### config.mk
export PLATFORM = sky130hd
export DESIGN_NAME = bus_sched
export DESIGN_NICKNAME = d
export VERILOG_FILES = /design/src/rtl/bus_sched.sv
export SDC_FILE = /design/constraint.sdc
export NUM_CORES = 1
export LEC_CHECK = 0
export CORE_MARGIN = 10
export CORE_UTILIZATION = 46
export CTS_CLUSTER_SIZE = 14
export DETAILED_ROUTE_END_ITERATION = 16
export PLACE_DENSITY = 0.84
export SYNTH_ARGS = -nofsm -noshare
export SYNTH_HDL_FRONTEND = slang
export SYNTH_SLANG_ARGS = --single-unit
### constraint.sdc
create_clock -name clk -period 1.7 [get_ports clk]
set_input_delay 0.51 -clock clk [delete_from_list [all_inputs] [get_ports clk]]
set_output_delay 0.51 -clock clk [all_outputs]
set_load 0.05 [all_outputs]
### src/rtl/bus_sched.sv
// Four-requester round-robin bus scheduler with tenure-limited ownership.
// Define BUS_SCHED_TURNAROUND_EN to insert one idle cycle between owners.
module bus_sched #(
  parameter int MAX_TENURE = 16
) (
  input  logic       clk,
  input  logic       rst,
  input  logic [3:0] breq,
  input  logic [3:0] lock,
  output logic [3:0] bgrt,
  output logic [1:0] owner,
  output logic       busy,
  output logic       expired
);

  localparam logic [1:0] IDLE  = 2'd0;
  localparam logic [1:0] GRANT = 2'd1;
  localparam logic [1:0] TURN  = 2'd2;

  localparam logic [7:0] TMAX = 8'(MAX_TENURE - 1);

  logic [1:0] state;
  logic [1:0] state_nx;
  logic [7:0] cnt;
  logic [7:0] cnt_nx;
  logic [1:0] owner_nx;
  logic [3:0] bgrt_nx;
  logic       exp_nx;

  logic [3:0] own_oh;
  logic [3:0] others;
  logic [3:0] req_v;
  logic       dropped;
  logic       tired;
  logic [2:0] pick;
  logic       pick_ok;
  logic [1:0] pick_id;

  // {found, index}; the lowest offset from ptr+1 wins
  function automatic logic [2:0] rr_pick(
    input logic [3:0] req,
    input logic [1:0] ptr
  );
    logic [2:0] r;
    logic [1:0] idx;
    r = 3'b000;
    for (int i = 3; i >= 0; i--) begin
      idx = ptr + 2'd1 + 2'(i);
      if (req[idx]) r = {1'b1, idx};
    end
    return r;
  endfunction

  function automatic logic [3:0] dec(
    input logic [1:0] id
  );
    logic [3:0] oh;
    oh = 4'b0000;
    unique case (1'b1)
      (id == 2'd0): oh = 4'b0001;
      (id == 2'd1): oh = 4'b0010;
      (id == 2'd2): oh = 4'b0100;
      (id == 2'd3): oh = 4'b1000;
      default:      oh = 4'b0000;
    endcase
    return oh;
  endfunction

  always_comb begin
    own_oh  = dec(owner);
    others  = breq & ~own_oh;
    dropped = ~breq[owner];
    tired   = (cnt == TMAX) & ~lock[owner]
            & (|others);
    // on release the old owner is excluded
    req_v   = (state == GRANT) ? others : breq;
    pick    = rr_pick(req_v, owner);
    pick_ok = pick[2];
    pick_id = pick[1:0];
  end

  always_comb begin
    state_nx = state;
    cnt_nx   = cnt;
    owner_nx = owner;
    bgrt_nx  = bgrt;
    exp_nx   = 1'b0;
    unique case (state)
      IDLE: begin
        if (pick_ok) begin
          state_nx = GRANT;
          owner_nx = pick_id;
          bgrt_nx  = dec(pick_id);
          cnt_nx   = 8'd0;
        end
      end
      GRANT: begin
        if (dropped | tired) begin
          exp_nx  = tired & ~dropped;
          bgrt_nx = 4'b0000;
          cnt_nx  = 8'd0;
          if (!pick_ok) begin
            state_nx = IDLE;
          end else begin
`ifdef BUS_SCHED_TURNAROUND_EN
            state_nx = TURN;
`else
            state_nx = GRANT;
            owner_nx = pick_id;
            bgrt_nx  = dec(pick_id);
`endif
          end
        end else if (cnt != TMAX) begin
          cnt_nx = cnt + 8'd1;
        end
      end
      TURN: begin
        if (pick_ok) begin
          state_nx = GRANT;
          owner_nx = pick_id;
          bgrt_nx  = dec(pick_id);
          cnt_nx   = 8'd0;
        end else begin
          state_nx = IDLE;
        end
      end
      default: begin
        state_nx = IDLE;
        bgrt_nx  = 4'b0000;
        cnt_nx   = 8'd0;
      end
    endcase
  end

  always_ff @(posedge clk) begin
    if (rst) begin
      state   <= IDLE;
      cnt     <= 8'd0;
      owner   <= 2'd3;
      bgrt    <= 4'b0000;
      expired <= 1'b0;
    end else begin
      state   <= state_nx;
      cnt     <= cnt_nx;
      owner   <= owner_nx;
      bgrt    <= bgrt_nx;
      expired <= exp_nx;
    end
  end

  assign busy = |bgrt;

endmodule
==> flow_metrics.tcl, run 1 <==
set metrics [dict create \
    status "finished with violations" \
    violations "negative setup slack" \
    fillers 130 \
    clock_latency_ns 0.29 \
    syn_area_sq_um 1050 \
    initial_core_util 0.479 \
    overflow 0 \
    cts_buffer_depth 2 \
    syn_inst 111 \
    syn_avg_cell_area_sq_um 9.45 \
    stdcell_area_sq_um 1820 \
    routed.top_layer "met4" \
    numCtsBuffers 3 \
    synthArstFlopShare 0 \
    cp_data_required_time_ns 1.19 \
    maxSlewHeadroom 0.759 \
    fmax_mhz 549 \
    area_growth_pct 74.0 \
    clk_pin_slew_ns 0.10 \
    yosys-top-cells-area "dfxtp_1, ha_1, a32o_1" \
    tns_ns -0.738 \
    synth_seq_cells 16 \
    whs_ns 0.511 \
    max_cap_viol_count 0 \
    endpoint_kind "output pin" \
    nets 176 \
    ys_types 50 \
    core-area_sq_um 2190 \
    die_area_sq_um 4590 \
    irDropWorstVdd_v 0.00128 \
    io_buffers 17 \
    drt-met1-wl_microns 1620 \
    firstDrtPassIters 4 \
    yosysWarnings 0 \
    critPathArrivalTime_ns 1.31 \
    die_width_microns 67.7 \
    die_h_microns 67.7 \
    groute.usage.overall 0.156 \
    antenna_found_initial 0 \
    drt_iter0_drc 65 \
    grt_pass1_wl_microns 5640 \
    min_period_over_period 1.07 \
    min_path_type "flip-flop to flip-flop" \
    grt_max_degree 10 \
    yosys.area.top_type "dfxtp_1" \
    finalWirelength_microns 3690 \
    grt_pass1_vias 1150 \
    cp_max_fo 2 \
    htreeDepth 1 \
    dr_wl_met3_microns 190 \
    rows 17 \
    cts_root_buf "clkbuf_4" \
    num_vias 1128 \
    ys_seq_area_frac 0.305 \
    layout-drive-gt1-share 0.575 \
    path_class "flip-flop to output pin" \
    wl_per_cell_microns 19.6 \
    placed_cells_incl_taps 175 \
    setup_slack_ns -0.121 \
    diodes 0 \
    finClkSkew_ns 0.0120 \
    p_leak_nw 0.723 \
    rsz0062_at_grt "yes" \
    synth_nets 126 \
    synth_enable_flop_cells 0 \
    yosys.area.top_type_share 0.305 \
    synth_ff_type "dfxtp_1" \
    hpwl_microns 2320 \
    finalPower_w 0.00215 \
    drtAntennaViolNets 0 \
    tightestPinTransition_ns 0.358 \
    routabilityCongestion 0.849 \
    cts_tree "yes" \
    final_cells 188 \
    wl_met2_microns 1780 \
    fin_crit_ns 1.82 \
    cts.sinks 16 \
    route.detailed.drc 0 \
    setup_viol 14 \
    routed_via_density 6.00 \
    io_pins 18 \
    drv_slew 0 \
    finalHoldViolCount 0 \
    placed_area_sq_um 1530 \
    power_density_nw_per_um2 1180 \
    worst_setup_path_start_kind "flip-flop" \
]
per-layer routing:
metal / global-route usage / vias up
met5: 0 / -
met4: 0.0462 / 0
met3: 0.0463 / 10
met2: 0.268 / 37
met1: 0.181 / 552
li1: - / 529
worst max-delay path, stage by stage (launching register included):
cell and delay (ns):
dfxtp_2 0.33, or4_4 0.53, buf_8 0.17
cell type report:
| class | instances | area (sq um) | share of cell area |
|---|---|---|---|
| Clock buffer | 4 | 36.3 | 0.0199 |
| Inverter | 4 | 20.0 | 0.0110 |
| Multi-Input combinational cell | 88 | 902 | 0.495 |
| Timing Repair Buffer | 48 | 498 | 0.273 |
| Tap cell | 28 | 35.0 | 0.0192 |
| Sequential cell | 16 | 333 | 0.182 |
synth_stat cells, drive strengths merged (3+ instances only):
master,n
a21boi,4
inv,4
nand2,6
mux2i,3
dfxtp,16
nor2,7
nand3,3
a21oi,7
ha,5
o21ai,5
a32o,4
nor3,5
registers in the layout (all words and copies together) (netlist names):
register	flops
state	1
owner	2
bgrt	4
expired	1
cnt	8
path summary, 6_finish.rpt:
path / start / endpoint / slack (ns) / cells after the start
max: bgrt[0] / busy / -0.12 / 2
min: cnt[7] / cnt[7] / 0.51 / 1
max reg2reg: owner[1] / bgrt[3] / -0.10 / 7
min reg2reg: cnt[7] / cnt[7] / 0.51 / 1
per-stage QoR:
stage	util	worst slack, ns
detailed placement	0.698	-0.594
global route	0.833	-0.169
finish	0.833	-0.121
global placement	0.698	-0.553
floorplan	-	-0.0803
CTS	0.773	-0.130
kinds of logic after synthesis:
logic type	synth area share
XOR/XNOR	0.0167
AO/OA/AOI/OAI	0.303
buffers and inverters	0.0322
adder cells (fa/ha/maj)	0.0597
AND/OR/NAND/NOR	0.218
multiplexers	0.0644
flip-flops	0.305
cell usage in the layout, fill, tap and decap left out, types with 2 or more instances in the layout:
cell and instances:
and3_1 2, ha_4 4, dfxtp_2 4, nor3_2 2
nand2_1 5, o22a_1 2, o311ai_2 2, nand3_1 2
a32o_1 4, a21oi_2 2, buf_12 8, clkbuf_4 3
nor3_4 2, o21ai_4 2, dfxtp_4 2, dlygate4sd2_1 6
a21oi_1 5, buf_6 4, nor2_1 6, nand2b_4 2
dfxtp_1 10, mux2i_1 2, clkdlybuf4s15_1 2, xor2_1 2
nand4_1 2, o21ai_2 3, inv_4 2, buf_4 26
inv_1 2
power by group:
part | leakage (nW) | total [W] | switching, W | internal (W)
registers | 0.132 | 0.000532 | 0.0000953 | 0.000436
clock network | 0.0210 | 0.000258 | 0.000128 | 0.000131
logic | 0.570 | 0.00136 | 0.000671 | 0.000693
what timing repair did:
item,4_1_cts,5_1_grt
buffers inserted,3,6
setup endpoints to repair,16,17
gates resized for setup,38,22
hold buffers,0,0
endpoints found under the hold margin,0,0
pin swaps,14,13
(Power assumes the default switching activity.)
==> inputs of run 2 (changes only) <==
--- a/config.mk
+++ b/config.mk
@@ -5,11 +5,12 @@
 export SDC_FILE = /design/constraint.sdc
 export NUM_CORES = 1
 export LEC_CHECK = 0
+export ABC_AREA = 1
 export CORE_MARGIN = 10
-export CORE_UTILIZATION = 46
+export CORE_UTILIZATION = 49
 export CTS_CLUSTER_SIZE = 14
 export DETAILED_ROUTE_END_ITERATION = 16
-export PLACE_DENSITY = 0.84
+export PLACE_DENSITY = 0.86
 export SYNTH_ARGS = -nofsm -noshare
 export SYNTH_HDL_FRONTEND = slang
 export SYNTH_SLANG_ARGS = --single-unit
==> flow_metrics.tcl, run 2 <==
set metrics [dict create \
    ys_types 28 \
    num_vias 1580 \
    cts_root_buf "clkbuf_4" \
    r2r_slack_ns -0.17 \
    cp_top_family "compound AO/OA/AOI/OAI gates" \
    worst_setup_path_start_kind "flip-flop" \
    critPathArrivalTime_ns 2.06 \
    synthXorXnorAreaFrac 0.0271 \
    grt_pass1_vias 1331 \
    grt_max_degree 12 \
    diodes 0 \
    top_usage_layer "met2" \
    fmax_mhz 535 \
    die_area_sq_um 5100 \
    max_cap_viol_count 0 \
    die_width_microns 71.4 \
    drt_iter0_drc 138 \
    hp-start "bgrt[2]" \
    power_density_nw_per_um2 1870 \
    use_met3 0.0165 \
    die_h_microns 71.4 \
    setup_slack_ns -0.168 \
    cp_cell_sequence "inv_6 -> buf_4 -> o21ai_1 -> a21oi_1 -> buf_4 -> nand2_4 -> nand2_4 -> nand2_4 -> nor2_4 -> o21bai_4" \
    multi_input_area_sq_um 1150 \
    synth_top_family_by_area "simple AND/OR/NAND/NOR gates" \
    htreeDepth 1 \
    irDropWorstVdd_v 0.00195 \
    placed_area_sq_um 1700 \
    dp_slack_ns -0.389 \
    synthTopCellsByCount "nand2_1, inv_1, nor2_1" \
    reg2reg_to "bgrt[1]" \
    nets 268 \
    cp.buffers_inverters 3 \
    finClkSkew_ns 0.0126 \
    ys_seq_area_frac 0.248 \
    utilization 0.846 \
    drtAntennaViolNets 0 \
    fillers 124 \
    grt_pass1_wl_microns 5890 \
    stdcell_area_sq_um 2110 \
    finalPower_w 0.00395 \
    synth_compound_area_frac 0.0841 \
    routabilityCongestion 0.883 \
    rr_worst_depth 10 \
    fin_crit_ns 1.87 \
    route.detailed.drc 0 \
    use_met2 0.238 \
    synth_ff_type "dfxtp_1" \
    min_period_over_period 1.10 \
    finalHoldViolCount 0 \
    synth_seq_cells 16 \
    met1_usage 0.161 \
    yosysWarnings 0 \
    syn_inst 210 \
    synth_enable_flop_cells 0 \
    critPathMaxStageDelay_ns 0.44 \
    largest_reg_flops 8 \
    yosys-top-cells-area "dfxtp_1, nand2_1, nand2_2" \
    cp_max_fo 11 \
    yosys.area.top_type "dfxtp_1" \
    hold_depth 2 \
    syn_avg_cell_area_sq_um 6.16 \
    clock_latency_ns 0.31 \
    firstDrtPassIters 4 \
    tns_ns -1.41 \
    maxSlewHeadroom 0.774 \
    path_common_cell "nand2_4" \
    synthMuxAreaShare 0 \
    drv_slew 0 \
    tightestPinTransition_ns 0.338 \
    routed_via_density 5.60 \
    clk_pin_slew_ns 0.09 \
    p_leak_nw 0.949 \
    synthAdderAreaFrac 0.0484 \
    regMostFlops "cnt" \
    antenna_found_initial 0 \
    hpwl_microns 2550 \
    synthArstFlopShare 0 \
    numCtsBuffers 3 \
    reg_top3 "cnt (8), bgrt (4), owner (2)" \
    syn_area_sq_um 1290 \
    path_class "flip-flop to flip-flop" \
    groute.usage.overall 0.133 \
    io_pins 18 \
    synth.most_common_cell "nand2_1" \
    holdBufCountCts 0 \
    min_path_type "flip-flop to flip-flop" \
    cp_data_required_time_ns 1.89 \
    rows 18 \
    violations "negative setup slack" \
    status "finished with violations" \
    cts_buffer_depth 2 \
    io_buffers 17 \
    yosys.area.top_type_share 0.248 \
    cts_tree "yes" \
    finalWirelength_microns 4600 \
    setup_viol 15 \
    initial_core_util 0.518 \
    ff_latch_area_sq_um 330 \
    yosys.area_share.simple 0.490 \
    hold-path-endpoint "bgrt[2]" \
    r2r-start "owner[0]" \
    cp_slowest_cell "dfxtp_4" \
    endpoint_kind "flip-flop" \
    cts.sinks 16 \
    synth_nets 225 \
    wl_per_cell_microns 16.3 \
    core-area_sq_um 2500 \
    layout-drive-gt1-share 0.524 \
    area_growth_pct 63.4 \
    layout_common_cells "nand2_1, nand2_2, buf_4, inv_1, nor2_1" \
    rsz0062_at_grt "yes" \
    overflow 0 \
]
## run 2: metrics by stage
step                      cells  hold slack [ns]
after floorplan             210            0.461
after global placement      268            0.483
after global routing        282            0.549
after detailed placement    268            0.485
after CTS                   277            0.514
final                       282            0.527
## run 2: where the power goes
part	switching, W	internal (W)
clock	0.000132	0.000131
combinational	0.00189	0.00122
sequential	0.000104	0.000463
total	0.00213	0.00182
## run 2: cell families (layout without fill, tap and decap cells)
| kind of cell | after synthesis | count (layout) |
|---|---|---|
| XOR/XNOR | 4 | 4 |
| AND/OR/NAND/NOR | 133 | 133 |
| flip-flops | 16 | 16 |
| adder cells (fa/ha/maj) | 5 | 5 |
| AO/OA/AOI/OAI | 20 | 20 |
| buffers and inverters | 32 | 74 |
## run 2: repair_timing
item,4_1_cts,5_1_grt
buffers inserted,5,5
pin swaps,13,37
resized for setup,22,74
setup endpoints to repair,13,13
hold endpoints to repair,0,0
## run 2: routing by layer
| layer | share of wire | vias up |
|---|---|---|
| li1 | - | 736 |
| met1 | 0.37 | 753 |
| met2 | 0.54 | 72 |
| met3 | 0.055 | 19 |
| met4 | 0.036 | 0 |
| met5 | 0 | - |
## run 2: area by class of cell
cell class / instances / area share
Clock buffer: 4 / 0.0172
Inverter: 28 / 0.0568
Multi-Input combinational cell: 162 / 0.544
Sequential cell: 16 / 0.156
Tap cell: 30 / 0.0178
Timing Repair Buffer: 42 / 0.208
## run 2: how the worst max path moves through the flow
| stage | start | to | slack [ns] | cells past startpoint |
|---|---|---|---|---|
| final | owner[0] | bgrt[1] | -0.17 | 10 |
| after global routing | owner[0] | owner[0] | -0.22 | 9 |
| after CTS | owner[0] | bgrt[1] | -0.002 | 13 |
| after detailed placement | breq[2] | bgrt[2] | -0.39 | 13 |
| after global placement | breq[2] | bgrt[2] | -0.40 | 13 |
| after floorplan | owner[0] | bgrt[2] | -0.18 | 17 |
## run 2: tightest hold or removal path, stage by stage (launching register included)
cell	delay, ns
dfxtp_1	0.36
nand2_1	0.09
nand2_1	0.04
